<file path="config.mk">
export PLATFORM = sky130hd
export DESIGN_NAME = fetch_queue
export DESIGN_NICKNAME = d
export VERILOG_FILES = /design/src/rtl/isa_pkg.sv /design/src/rtl/fq_fifo.sv /design/src/rtl/fetch_queue.sv
export SDC_FILE = /design/constraint.sdc
export NUM_CORES = 1
export LEC_CHECK = 0
export ABC_AREA = 1
export CAP_MARGIN = 20
export CELL_PAD_IN_SITES_DETAIL_PLACEMENT = 0
export CELL_PAD_IN_SITES_GLOBAL_PLACEMENT = 1
export CORE_UTILIZATION = 40
export CTS_BUF_LIST = sky130_fd_sc_hd__clkbuf_8
export CTS_CLUSTER_DIAMETER = 60
export CTS_CLUSTER_SIZE = 16
export DETAILED_ROUTE_END_ITERATION = 16
export PLACE_DENSITY = 0.71
export SLEW_MARGIN = 10
export SYNTH_ARGS = -nofsm -noshare
export SYNTH_HDL_FRONTEND = slang
export SYNTH_SLANG_ARGS = --single-unit
</file>
<file path="constraint.sdc">
create_clock -name clk -period 6.64 [get_ports clk]
set_input_delay 1.328 -clock clk [delete_from_list [all_inputs] [get_ports clk]]
set_output_delay 1.328 -clock clk [all_outputs]
set_load 0.05 [all_outputs]
</file>
<file path="src/rtl/isa_pkg.sv">
// Shared fetch-side definitions: instruction/address widths, boot PC,
// the prefetch entry layout and the fetch FSM states.
package isa_pkg;

    localparam int INSTR_W = 19;
    localparam int ADDR_W  = 10;
    localparam int BOOT_PC = 0;

    typedef struct packed {
        logic [ADDR_W-1:0]  pc;
        logic [INSTR_W-1:0] instr;
    } fq_entry_t;

    typedef enum logic {
        BOOT = 1'b0,
        RUN  = 1'b1
    } fetch_state_e;

endpackage

</file>
<file path="src/rtl/fq_fifo.sv">
// Circular prefetch buffer with simultaneous push/pop and a synchronous flush
// that overrides both. Storage is not reset; only pointers and count are.
module fq_fifo
    import isa_pkg::*;
#(
    parameter int W     = INSTR_W + ADDR_W,
    parameter int DEPTH = 4
) (
    input  logic                     clk,
    input  logic                     rst,
    input  logic                     push,
    input  logic [W-1:0]             push_data,
    input  logic                     pop,
    input  logic                     flush,
    output logic [W-1:0]             head_data,
    output logic [$clog2(DEPTH):0]   count
);

    localparam int PW = $clog2(DEPTH);
    localparam int CW = PW + 1;

    logic [W-1:0]  mem [DEPTH];
    logic [PW-1:0] rd_ptr;
    logic [PW-1:0] wr_ptr;
    logic          pop_ok;
    logic          push_ok;

    // A push into a full buffer is accepted only when the head leaves in the same cycle.
    assign pop_ok  = pop && (count != '0);
    assign push_ok = push && ((count != CW'(DEPTH)) || pop_ok);

    always_ff @(posedge clk or posedge rst) begin
        if (rst) begin
            rd_ptr <= '0;
            wr_ptr <= '0;
            count  <= '0;
        end else if (flush) begin
            rd_ptr <= '0;
            wr_ptr <= '0;
            count  <= '0;
        end else begin
            if (push_ok) wr_ptr <= wr_ptr + PW'(1);
            if (pop_ok)  rd_ptr <= rd_ptr + PW'(1);
            count <= count + CW'(push_ok) - CW'(pop_ok);
        end
    end

    always_ff @(posedge clk) begin
        if (push_ok && !flush) mem[wr_ptr] <= push_data;
    end

    assign head_data = mem[rd_ptr];

endmodule

</file>
<file path="src/rtl/fetch_queue.sv">
// Instruction fetch stage: issues credit-limited memory reads, buffers the
// returned words with their PCs and hands them to the decoder by valid/ready.
module fetch_queue
    import isa_pkg::*;
#(
    parameter int IW       = INSTR_W,
    parameter int AW       = ADDR_W,
    parameter int DEPTH    = 4,
    parameter int RESET_PC = BOOT_PC
) (
    input  logic                     clk,
    input  logic                     rst,
    input  logic                     fetch_en,
    output logic                     imem_req,
    output logic [AW-1:0]            imem_addr,
    input  logic [IW-1:0]            imem_rdata,
    output logic                     instr_valid,
    input  logic                     instr_ready,
    output logic [IW-1:0]            instr_out,
    output logic [AW-1:0]            instr_pc,
    input  logic                     redirect,
    input  logic [AW-1:0]            redirect_pc,
    output logic [$clog2(DEPTH):0]   q_count
);

    localparam int CW = $clog2(DEPTH) + 1;
    localparam int EW = AW + IW;
    localparam logic [AW-1:0] PC0 = AW'(RESET_PC);

    fetch_state_e    state;
    fetch_state_e    state_next;
    logic [AW-1:0]   fetch_pc;
    logic [AW-1:0]   pc_pipe;
    logic            inflight;
    logic            issue;
    logic            push;
    logic            pop;
    logic [EW-1:0]   push_data;
    logic [EW-1:0]   head_data;
    logic [CW-1:0]   count;

    always_ff @(posedge clk or posedge rst) begin
        if (rst) state <= BOOT;
        else     state <= state_next;
    end

    // Credit check counts the word still in flight so the buffer can never overflow.
    always_comb begin
        state_next = state;
        issue      = 1'b0;
        case (state)
            BOOT: state_next = RUN;
            RUN:  issue = fetch_en && !redirect &&
                          (({1'b0, count} + (CW+1)'(inflight)) < (CW+1)'(DEPTH));
            default: state_next = BOOT;
        endcase
    end

    always_ff @(posedge clk or posedge rst) begin
        if (rst) begin
            fetch_pc <= PC0;
            inflight <= 1'b0;
        end else if (redirect) begin
            fetch_pc <= redirect_pc;
            inflight <= 1'b0;
        end else begin
            inflight <= issue;
            if (issue) fetch_pc <= fetch_pc + AW'(1);
        end
    end

    always_ff @(posedge clk) begin
        if (issue) pc_pipe <= fetch_pc;
    end

    // A response landing in a redirect cycle belongs to the old path and is dropped.
    assign push      = inflight && !redirect;
    assign push_data = {pc_pipe, imem_rdata};
    assign pop       = instr_valid && instr_ready;

    fq_fifo #(
        .W     (EW),
        .DEPTH (DEPTH)
    ) u_fifo (
        .clk       (clk),
        .rst       (rst),
        .push      (push),
        .push_data (push_data),
        .pop       (pop),
        .flush     (redirect),
        .head_data (head_data),
        .count     (count)
    );

    assign imem_req    = issue;
    assign imem_addr   = fetch_pc;
    assign instr_valid = (count != '0);
    assign instr_out   = instr_valid ? head_data[IW-1:0]  : '0;
    assign instr_pc    = instr_valid ? head_data[EW-1:IW] : '0;
    assign q_count     = count;

endmodule

</file>
* Word level (Yosys, flattened, before mapping)
Memory sizes are Yosys's and may differ from the RTL's.
Index checks and enable logic that the tools add are counted.
** Word-level totals
- Bits in registers :: 29
- Memory bits (writable) :: 116
- Input port bits :: 34
- Logic and storage cells :: 42
- Memories :: 1
** Cells by class
- Add/sub/neg operators :: 6
- $lt $le $gt $ge :: 1
- Equality and inequality tests :: 1
- Multiplexer cells :: 13
- Reduce and logical (&&, ||, !) cells :: 13
** Memory list
- u_fifo.mem :: depth 4, width 29, rd ports 1, clocked after Yosys merged registers in 0, write ports 1, RTL line fq_fifo.sv:22 : logic [W-1:0] mem [DEPTH];
** Operator list (number)
- $mux 10 :: 3
- $mux 19 :: 1
- $add 10x1->10 const B :: 1
- $mux 2 :: 4
- $logic_and 1x1->1 :: 7
- $reduce_bool 2->1 :: 3
- $add 2x1->2 const B :: 2
- $add 3x1->4 :: 1
- $lt 4x3->1 const B :: 1
- $mux 1 :: 4
- $add 3x1->3 :: 1
- $mux 3 :: 1
- $ne 3x3->1 const B :: 1
- $reduce_bool 3->1 :: 1
- $sub 3x1->3 :: 1
- $logic_not 1->1 :: 1
- $logic_or 1x1->1 :: 1

* Depth between registers and ports, before layout
Gate-level depths: netlist (run 1).
- Depth after elaboration :: 8
- Depth in mapped cells :: 11

* Modules after synthesis
A second synthesis (run 1) with hierarchy kept.
** Second synthesis, totals
- Cells, all modules :: 542
- Area total of the unflattened synthesis :: 6227.2 um^2
** Modules (own cells, without submodules)
- fq_fifo :: instances 1, cells an instance 346, area each 4865.9 um^2, seq. area each 3658.5 um^2
- fetch_queue :: instances 1, cells an instance 196, area each 1361.3 um^2, seq. area each 600.6 um^2

* Worst setup path after synthesis (run 1)
Ideal clock, no wire load.
- Path type :: register to output
- Start :: reg u_fifo.count[1]
- End :: out instr_out[17]
- Data arrival time :: 2206 ps
- Required time :: 5312 ps
- Path slack :: 3106 ps
- Cell stages (with the launch flop) :: 7
- Path buffers :: 2
- Path through :: dfrtp_1 -> nor2_1 -> nand2_2 -> inv_2 -> buf_6 -> buf_6 -> a21oi_1
** On the way
- Word-level cells in the longest chain between the ends :: 2
** RTL lines
- start: declaration :: RTL line fq_fifo.sv:16 : output logic [$clog2(DEPTH):0] count
- start signal: assignment :: RTL line fq_fifo.sv:44 : count <= count + CW'(push_ok) - CW'(pop_ok);
- $reduce_bool 3->1 :: RTL line fetch_queue.sv:97 : assign instr_valid = (count != '0);
- net instr_valid :: RTL line fetch_queue.sv:17 : output logic instr_valid,
- $mux 19 :: RTL line fetch_queue.sv:98 : assign instr_out = instr_valid ? head_data[IW-1:0] : '0;
- end: declaration :: RTL line fetch_queue.sv:19 : output logic [IW-1:0] instr_out,
The timed path passes the listed nets, and every way through them passes these cells.

* Worst setup path in the final report (run 1)
- Start :: in redirect
- End :: out imem_req
** On the way
- Word-level cells in the longest chain between the ends :: 4
** RTL lines
- start: declaration :: RTL line fetch_queue.sv:21 : input logic redirect,
- $logic_not 1->1 :: RTL line fetch_queue.sv:53 : RUN: issue = fetch_en && !redirect &&
- $logic_and 1x1->1 (2 in a row) :: RTL line fetch_queue.sv:53
- $mux 1 :: RTL line fetch_queue.sv:51 : case (state)
- end: declaration :: RTL line fetch_queue.sv:14 : output logic imem_req,
Every way passes these cells.

==> results of run 1 <==
==> flip-flops by register name, indices dropped and copies added (netlist names) <==
register	cells
pc_pipe	10
u_fifo.count	3
inflight	1
u_fifo.wr_ptr	2
u_fifo.rd_ptr	2
u_fifo.mem	116
state	1
imem_addr	10
==> Yosys cell counts, drive strengths merged <==
cell type,n,share of area
nor2,137,0.090
edfxtp,126,0.62
o21ai,65,0.053
nand2,62,0.039
a21oi,33,0.027
inv,28,0.017
dfrtp,19,0.078
nand3,19,0.018
buf,18,0.021
ha,8,0.016
clkbuf,7,0.0047
xnor2,3,0.0043
nand3b,2,0.0025
nand4,2,0.0021
conb,1,0.00062
fa,1,0.0033
nor3,1,0.00082
==> per-layer routing <==
layer	global-route usage	up-vias	part of all wire
met5	0	-	0
met1	0.2042	1902	0.45
li1	-	1960	-
met4	0.05093	0	0.010
met3	0.04707	9	0.047
met2	0.2892	93	0.50
==> critical path, cell delays in order <==
cell,delay (ns)
clkdlybuf4s50_1,0.81
nor2_2,0.32
nand3_4,0.13
nor2_8,0.32
clkdlybuf4s50_1,0.88
==> final timing paths <==
check / start / to / slack (ns) / cells after the start
setup / recovery: redirect / imem_req / 1.52 / 5
hold / removal: pc_pipe[1] / u_fifo.mem[2][20] / 0.49 / 0
setup reg to reg: u_fifo.count[1] / u_fifo.mem[1][22] / 4.33 / 6
hold reg to reg: pc_pipe[1] / u_fifo.mem[2][20] / 0.49 / 0
max in group asynchronous: rst / u_fifo.rd_ptr[0] / 4.76 / 2
min in group asynchronous: rst / u_fifo.wr_ptr[0] / 1.35 / 2
==> through the flow <==
step                setup slack, ns  std cells  instance area, µm²
floorplan                     3.106        532                6088
global placement              1.566        770                6978
detailed placement            1.511        770                6978
CTS                           1.507        801                7338
global route                  1.387        802                7358
finish                        1.517        802                7358
==> power breakdown <==
part	internal (W)	total [W]	leakage [nW]	switching, W
Clock	0.000324	0.000630	0.192	0.000306
Sequential	0.00103	0.00109	1.38	0.0000583
Combinational	0.000375	0.00126	1.09	0.000887
==> final cells by class <==
type                       instances  area (µm²)  share of cell area
tap                              184       230.2             0.03129
inverter                          28       105.1             0.01428
sequential                       145        4260              0.5790
clock inverter                    14       126.4             0.01717
multi-input combinational        334        1597              0.2170
timing repair buffer              80       805.8              0.1095
clock buffer                      17       234.0             0.03180
==> cells by family after synthesis <==
group,count (synthesis),synth area share
AND/OR/NAND/NOR,223,0.1521
flip-flops,145,0.6995
AO/OA/AOI/OAI,98,0.08056
buffers and inverters,53,0.04315
adder cells (fa/ha/maj),9,0.01973
XOR/XNOR,3,0.004316
other,1,0.0006159
==> metrics.md, run 1 <==
| Metric | Value |
|---|---|
| Failing checks | `DRC` |
| Number of max-cap violations | `0` |
| Postcts setup bufs | `0` |
| CTS root buf | `clkbuf_8` |
| Leakage power | `2.656 nW` |
| Number of buffers added on ports | `77` |
| Final Setup Violations | `0` |
| DR vias | `3,964` |
| Fin util | `0.5006` |
| Detailed placer's ending HPWL | `6.964 mm` |
| Gpl congestion | `0.7805` |
| Post-synthesis net count | `between 500 and 600` |
| Synthesized flop and latch total | `approximately 150` |
| Crit path DAT | `roughly 3.8 ns` |
| First-pass GRT wire length | `between 20 and 25 mm` |
| Die Span Y | `between 100 and 150 µm` |
| FILL cells | `about 1,300` |
| PD cells | `405.2 nW/µm²` |
| Final WL | `12.20 mm` |
| Hold-fix buffers, CTS | `0` |
| GRT Residual Overflow | `0` |
| Clk slew on worst S/H paths | `around 0.07 ns` |
| H-tree Lvls | `4` |
| Post-Syn Area | `~6100 µm²` |
| Core Box Area | `between 10,000 and 15,000 µm²` |
| Share of cells above drive strength 1 | `0.07120` |
| CTS max path bufs | `2` |
| Antenna-violating nets left | `0` |
| Initial Util | `0.4142` |
| Vias in the first global route | `roughly 3,900` |
| Drt pass-1 iters | `12` |
| Drt initial violations | `226` |
| Hold_ws | `0.4936 ns` |
| CTS tree | `yes` |
| Clk_skew | `0.009401 ns` |
| Site Rows | `between 40 and 50` |
| Hold WC Path Type | `flip-flop to flip-flop` |
| Pin count of the biggest net entering global routing | `61` |
| Synth unique cells | `28` |
| Total CTS buffers | `17` |
| Full die area | `between 15,000 and 20,000 µm²` |
| RSZ-0062 raised after global routing | `no` |
| Fin nets | `approximately 650` |
| Ant diodes | `0` |
| Most frequent cells in the layout | `nor2_1 (128), edfxtp_1 (126), clkdlybuf4s50_1 (77)` |
| Max_slew headroom | `0.3269` |
| Clock Sink Count | `between 100 and 150` |
| Slew at the pin closest to its max-slew limit | `around 1.0 ns` |
| Crit path max fanout | `19` |
| DRC errors left | `5` |
| Final min period | `~5.1 ns` |
| Critical path capture point type | `primary output` |
| WL per Instance | `around 15 µm` |
| Chip Width | `~130 µm` |
| CP required | `between 5 and 6 ns` |
| Total track usage | `0.1676` |
| Critical Path Start Type | `input port` |
| Worst vdd ir | `about 0.00028 V` |
| I/O pin total | `78` |
| Synth warn | `0` |
| Antenna violations before repair | `0` |
| Clock insertion delay at the later pin of the skew report | `0.43 ns` |
| CTS resizes | `0` |
| Tot Pwr | `between 0.002 and 0.003 W` |
| Fin. Hold Viols | `0` |
| Vias per cell | `between 4 and 5` |
| Critical path class | `input port to primary output` |
| Cells after Synth | `about 530` |
| Tcrit/Tclk final | `0.7716` |
| Status | `finished, violations left` |
| Peak Freq | `195.2 MHz` |
| Area growth syn-to-layout | `20.86%` |
| Setup Total Neg Slack | `0 ns` |
| Max-slew violations | `0` |
| Syn avg cell area | `11.44 µm²` |
| Commonest non-fill, non-tap cell in the layout | `nor2_1` |
| Post-synthesis sequential area ratio | `0.6995` |
(Power assumes the default switching activity.)
==> inputs of run 2 (changes only) <==
- clock period: 6.64 -> 4.84 ns (I/O delays scaled with it)
==> run 2 against run 1 <==
Effect of this change:
- the flow still finishes with violations (DRC)
- wire length up 2.9%
- sequential power up 36%
- sequential cell count did not move
- final cell count unchanged
- setup slack got worse by 0.73 ns
- via count up 0.45%
- global-route usage barely moved
- die area is the same
- first-iteration DRC count grew 14%
- register-to-register slack lost 1.8 ns
- utilization is 0.14 points lower
- sequential share of layout area is 0.17 points higher
- largest cell class unchanged
- highest routed layer unchanged
==> metrics.md, run 2 (synthesized netlist as in run 1, its figures left out) <==
| Metric | Value |
|---|---|
| Status | `finished, violations left` |
| Failing checks | `DRC` |
| Initial Util | `0.4142` |
| DR vias | `~4,000` |
| Antenna-violating nets left | `0` |
| Site Rows | `44` |
| CTS root buf | `clkbuf_8` |
| Final setup margin | `0.7852 ns` |
| Core Box Area | `about 15,000 µm²` |
| Vias per cell | `a little under 5` |
| Postcts setup bufs | `0` |
| Max-slew violations | `0` |
| CP required | `roughly 3.9 ns` |
| Tot Pwr | `~0.004 W` |
| Fin nets | `650` |
| Critical path class | `flip-flop to primary output` |
| Share of cells above drive strength 1 | `0.07120` |
| Hold_ws | `approximately 0.5 ns` |
| Antenna violations before repair | `0` |
| Peak Freq | `around 250 MHz` |
| GRT Residual Overflow | `0` |
| Final Setup Violations | `0` |
| Worst-path cell chain | `buf_4 -> inv_1 -> buf_4 -> nor2_1 -> o21ai_0 -> a21oi_1 -> clkdlybuf4s50_1` |
| Area growth syn-to-layout | `20.51%` |
| Fin. Hold Viols | `0` |
| Critical path capture point type | `primary output` |
| Hold WC Path Type | `flip-flop to flip-flop` |
| Drt pass-1 iters | `13` |
| Placed cell count | `772` |
| Clock insertion delay at the later pin of the skew report | `0.43 ns` |
| Setup Slack @ Placement | `a little over 0.9 ns` |
| I/O pin total | `~80` |
| Max reg flops | `between 100 and 150` |
| Full die area | `15,720 µm²` |
| Chip Width | `125.4 µm` |
| Tcrit/Tclk final | `0.8378` |
| Die Span Y | `around 130 µm` |
| Drt initial violations | `roughly 260` |
| Final WL | `between 10 and 15 mm` |
| Slowest CP cell | `clkdlybuf4s50_1` |
| DRC errors left | `5` |
| Final non-filler cell total | `approximately 800` |
| RSZ-0062 raised after global routing | `no` |
| Final min period | `a little over 4 ns` |
| CTS max path bufs | `2` |
| Most frequent cells in the layout | `nor2_1 (128), edfxtp_1 (126), clkdlybuf4s50_1 (77)` |
| Total CTS buffers | `17` |
| Total track usage | `0.1679` |
| PD cells | `554.1 nW/µm²` |
| Setup Total Neg Slack | `0 ns` |
| Critical Path Start Type | `flip-flop` |
| Pin count of the biggest net entering global routing | `60` |
| Clk_skew | `a little over 0.01 ns` |
| Number of max-cap violations | `0` |
| Crit path max fanout | `30` |
| CTS tree | `yes` |
| Worst vdd ir | `roughly 0.00032 V` |
| Clk slew on worst S/H paths | `0.07 ns` |
| H-tree Lvls | `4` |
| CTS resizes | `0` |
| Ant diodes | `0` |
| Hold-fix buffers, CTS | `0` |
| Top reg by flops | `u_fifo.mem` |
| Critical Path Most Common Cell | `buf_4` |
| Number of buffers added on ports | `77` |
| Commonest non-fill, non-tap cell in the layout | `nor2_1` |
| Detailed placer's ending HPWL | `approximately 7.1 mm` |
| Crit path DAT | `approximately 3.1 ns` |
| First-pass GRT wire length | `a little under 20 mm` |
| Vias in the first global route | `between 3,000 and 4,000` |
| WL per Instance | `approximately 16 µm` |
| Max_slew headroom | `0.3199` |
| Max stage delay on crit path | `roughly 0.83 ns` |
| Leakage power | `between 2 and 3 nW` |
| Gpl congestion | `~0.77` |
| Clock Sink Count | `approximately 150` |
| Slew at the pin closest to its max-slew limit | `1.018 ns` |
[run 2: cell count changes in the layout (fill, tap and decap cells not counted), moves of 2 or more]
cell,previous run,this run
buf_4,2,4
clkinv_1,3,0
clkinv_2,2,4
clkinv_4,2,0
inv_1,29,32
[run 2: report_power, final]
group	total [W]	internal [W]	switching, W
clock	0.000844	0.000436	0.000408
sequential	0.00148	0.00141	0.0000623
combinational	0.00174	0.000508	0.00124
[run 2: metrics by stage]
step | util | cell area (µm²)
after CTS | 0.4991 | 7337
after global placement | 0.4757 | 6993
after detailed placement | 0.4757 | 6993
final | 0.4991 | 7337
after floorplan | - | 6088
after global routing | 0.4991 | 7337
[run 2: area by class of cell]
class	instances	area [µm²]
Clock inverter	13	110.1
Fill cell	1317	7362
Sequential cell	145	4260
Tap cell	184	230.2
Clock buffer	17	234.0
Inverter	28	105.1
Timing Repair Buffer	81	800.8
Multi-Input combinational cell	334	1597
[run 2: routing by layer]
metal | global-route usage | vias up | part of all wire
met5 | 0 | - | 0
met1 | 0.2097 | 1904 | 0.46
met3 | 0.04279 | 14 | 0.041
met2 | 0.2820 | 99 | 0.49
met4 | 0.06241 | 0 | 0.014
li1 | - | 1965 | -
[run 2: final timing paths]
path	startpoint	endpoint	slack (ns)	cells after the start
worst max-delay path	u_fifo.rd_ptr[1]	instr_out[6]	0.79	7
worst min-delay path	pc_pipe[2]	u_fifo.mem[2][21]	0.50	0
worst max register to register	u_fifo.count[2]	u_fifo.mem[1][21]	2.50	7
worst min register to register	pc_pipe[2]	u_fifo.mem[2][21]	0.50	0
max in group asynchronous	rst	u_fifo.rd_ptr[0]	3.32	2
min in group asynchronous	rst	u_fifo.wr_ptr[0]	0.98	2
[run 2: critical path: cells and delay by family (launching register included)]
family	cells	cell delay (ns)
and+or+nand+nor	1	0.12
buffers and inverters	4	1.86
DFF	1	0.35
AOI/OAI and AO/OA	2	0.30
==> inputs of run 3 (changes only) <==
- clock period: 4.84 -> 4 ns (I/O delays scaled with it)
==> run 3 against run 2 <==
Effect of this change:
- the run still ends with DRC left
- first-iteration DRC count increased by 11%
- final cell count grew 0.75%
- final area is 5.0% higher
- die area stayed put
- sequential cell count did not move
- setup slack better by 0.13 ns
- sequential share of layout area fell by 2.8 points
- worst hold slack worse by 0.0036 ns
- combinational power is 51% higher
- sequential power is 21% higher
- clock skew fell by 0.0039 ns
- clock power up 27%
- critical path type unchanged
- largest power group unchanged
==> metrics.md, run 3 (synthesized netlist as in run 1, its figures left out) <==
| Metric | Value |
|---|---|
| DR vias | `around 4,000` |
| Final non-filler cell total | `roughly 810` |
| Area growth syn-to-layout | `26.53%` |
| Clk slew on worst S/H paths | `0.07 ns` |
| Slowest CP cell | `inv_2` |
| Vias in the first global route | `around 4,000` |
| I/O pin total | `~80` |
| Buf/Inv on CP | `2` |
| Status | `finished, violations left` |
| Share of cells above drive strength 1 | `0.1346` |
| Number of buffers added on ports | `77` |
| Sequential Area | `4260 µm²` |
| Antenna violations before repair | `0` |
| Tcrit/Tclk final | `0.7719` |
| Drt pass-1 iters | `13` |
| Crit path max fanout | `between 50 and 60` |
| Full die area | `15,720 µm²` |
| Fin nets | `654` |
| Number of max-cap violations | `0` |
| CTS tree | `yes` |
| Detailed placer's ending HPWL | `approximately 7.3 mm` |
| Ant diodes | `0` |
| Placed cell count | `776` |
| First-pass GRT wire length | `roughly 20 mm` |
| Vias per cell | `4.962` |
| Multi-input gate area | `1597 µm²` |
| Initial Util | `0.4142` |
| Final Setup Violations | `0` |
| Pin count of the biggest net entering global routing | `60` |
| Total track usage | `0.1699` |
| Clock Sink Count | `around 150` |
| CTS root buf | `clkbuf_8` |
| Failing checks | `DRC` |
| Core Box Area | `~15,000 µm²` |
| Critical path capture point type | `primary output` |
| Final WL | `12.45 mm` |
| Fin. Hold Viols | `0` |
| CP delay by family, top | `buffers and inverters` |
| Chip Width | `125.4 µm` |
| Setup Total Neg Slack | `0 ns` |
| GRT Residual Overflow | `0` |
| Max reg flops | `roughly 120` |
| Hold_ws | `just under 0.5 ns` |
| DRC errors left | `4` |
| Commonest non-fill, non-tap cell in the layout | `nor2_1` |
| Min-delay src | `pc_pipe[8]` |
| Most frequent cells in the layout | `nor2_1 (128), edfxtp_1 (126), o21ai_0 (62)` |
| Top reg by flops | `u_fifo.mem` |
| Total CTS buffers | `17` |
| Final setup margin | `0.9125 ns` |
| Max_slew headroom | `0.4056` |
| Worst-path cell chain | `inv_2 -> o21ai_0 -> a21oi_1 -> buf_12` |
| Critical Path Start Type | `flip-flop` |
| Site Rows | `44` |
| CTS max path bufs | `2` |
| RSZ-0062 raised after global routing | `no` |
| Drt initial violations | `285` |
| Max stage delay on crit path | `0.65 ns` |
| Leakage power | `between 2 and 3 nW` |
| CTS resizes | `0` |
| Die Span Y | `around 130 µm` |
| Slew at the pin closest to its max-slew limit | `between 0.8 and 0.9 ns` |
| Critical path class | `flip-flop to primary output` |
| Gpl congestion | `~0.8` |
| Antenna-violating nets left | `0` |
| H-tree Lvls | `4` |
| Final min period | `3.087 ns` |
| Peak Freq | `323.9 MHz` |
| Clock insertion delay at the later pin of the skew report | `between 0.4 and 0.5 ns` |
| WL per Instance | `approximately 15 µm` |
| Hold WC Path Type | `flip-flop to flip-flop` |
| Worst vdd ir | `around 0.00056 V` |
| FILL cells | `between 1,000 and 1,500` |
| PD cells | `between 700 and 800 nW/µm²` |
| R2R Path Start | `u_fifo.count[1]` |
| Hold-fix buffers, CTS | `0` |
| Setup Slack @ Placement | `around 1 ns` |
| Worst Setup SP | `u_fifo.rd_ptr[0]` |
| Max-slew violations | `0` |
| Crit path DAT | `approximately 2.3 ns` |
| Postcts setup bufs | `0` |
| Clk_skew | `0.006311 ns` |
| CP required | `around 3.2 ns` |
run 3: metrics by stage:
| step | utilization | area [µm²] | total power (W) |
|---|---|---|---|
| after floorplan | - | 6088 | 0.003304 |
| after global placement | 0.4982 | 7323 | 0.004439 |
| after detailed placement | 0.4982 | 7323 | 0.004462 |
| after CTS | 0.5241 | 7704 | 0.005536 |
| after global routing | 0.5241 | 7704 | 0.005741 |
| final | 0.5241 | 7704 | 0.005478 |
run 3: final timing paths:
path	endpoint	slack [ns]	depth (start not counted)
worst max-delay path	instr_pc[5]	0.91	4
worst min-delay path	u_fifo.mem[2][27]	0.49	0
worst max register to register	u_fifo.count[2]	1.83	11
worst min register to register	u_fifo.mem[2][27]	0.49	0
max in group asynchronous	u_fifo.rd_ptr[0]	2.67	2
min in group asynchronous	u_fifo.wr_ptr[0]	0.81	2
run 3: power by group:
part | total [W] | internal, W | switching, W
logic | 0.00262 | 0.00101 | 0.00161
clock network | 0.00107 | 0.000546 | 0.000524
registers | 0.00179 | 0.00171 | 0.0000762
run 3: per-layer routing:
layer  GRT usage  wire [µm]
met3     0.05135        698
met5           0          0
met1      0.2143       5704
met4     0.05308        104
met2      0.2813       5938
run 3: area by class of cell:
type | instances | share of cell area
Sequential cell | 145 | 0.5530
Multi-Input combinational cell | 334 | 0.2072
Timing Repair Buffer | 85 | 0.1468
Clock buffer | 17 | 0.03037
Tap cell | 184 | 0.02988
Clock inverter | 15 | 0.01900
Inverter | 28 | 0.01364
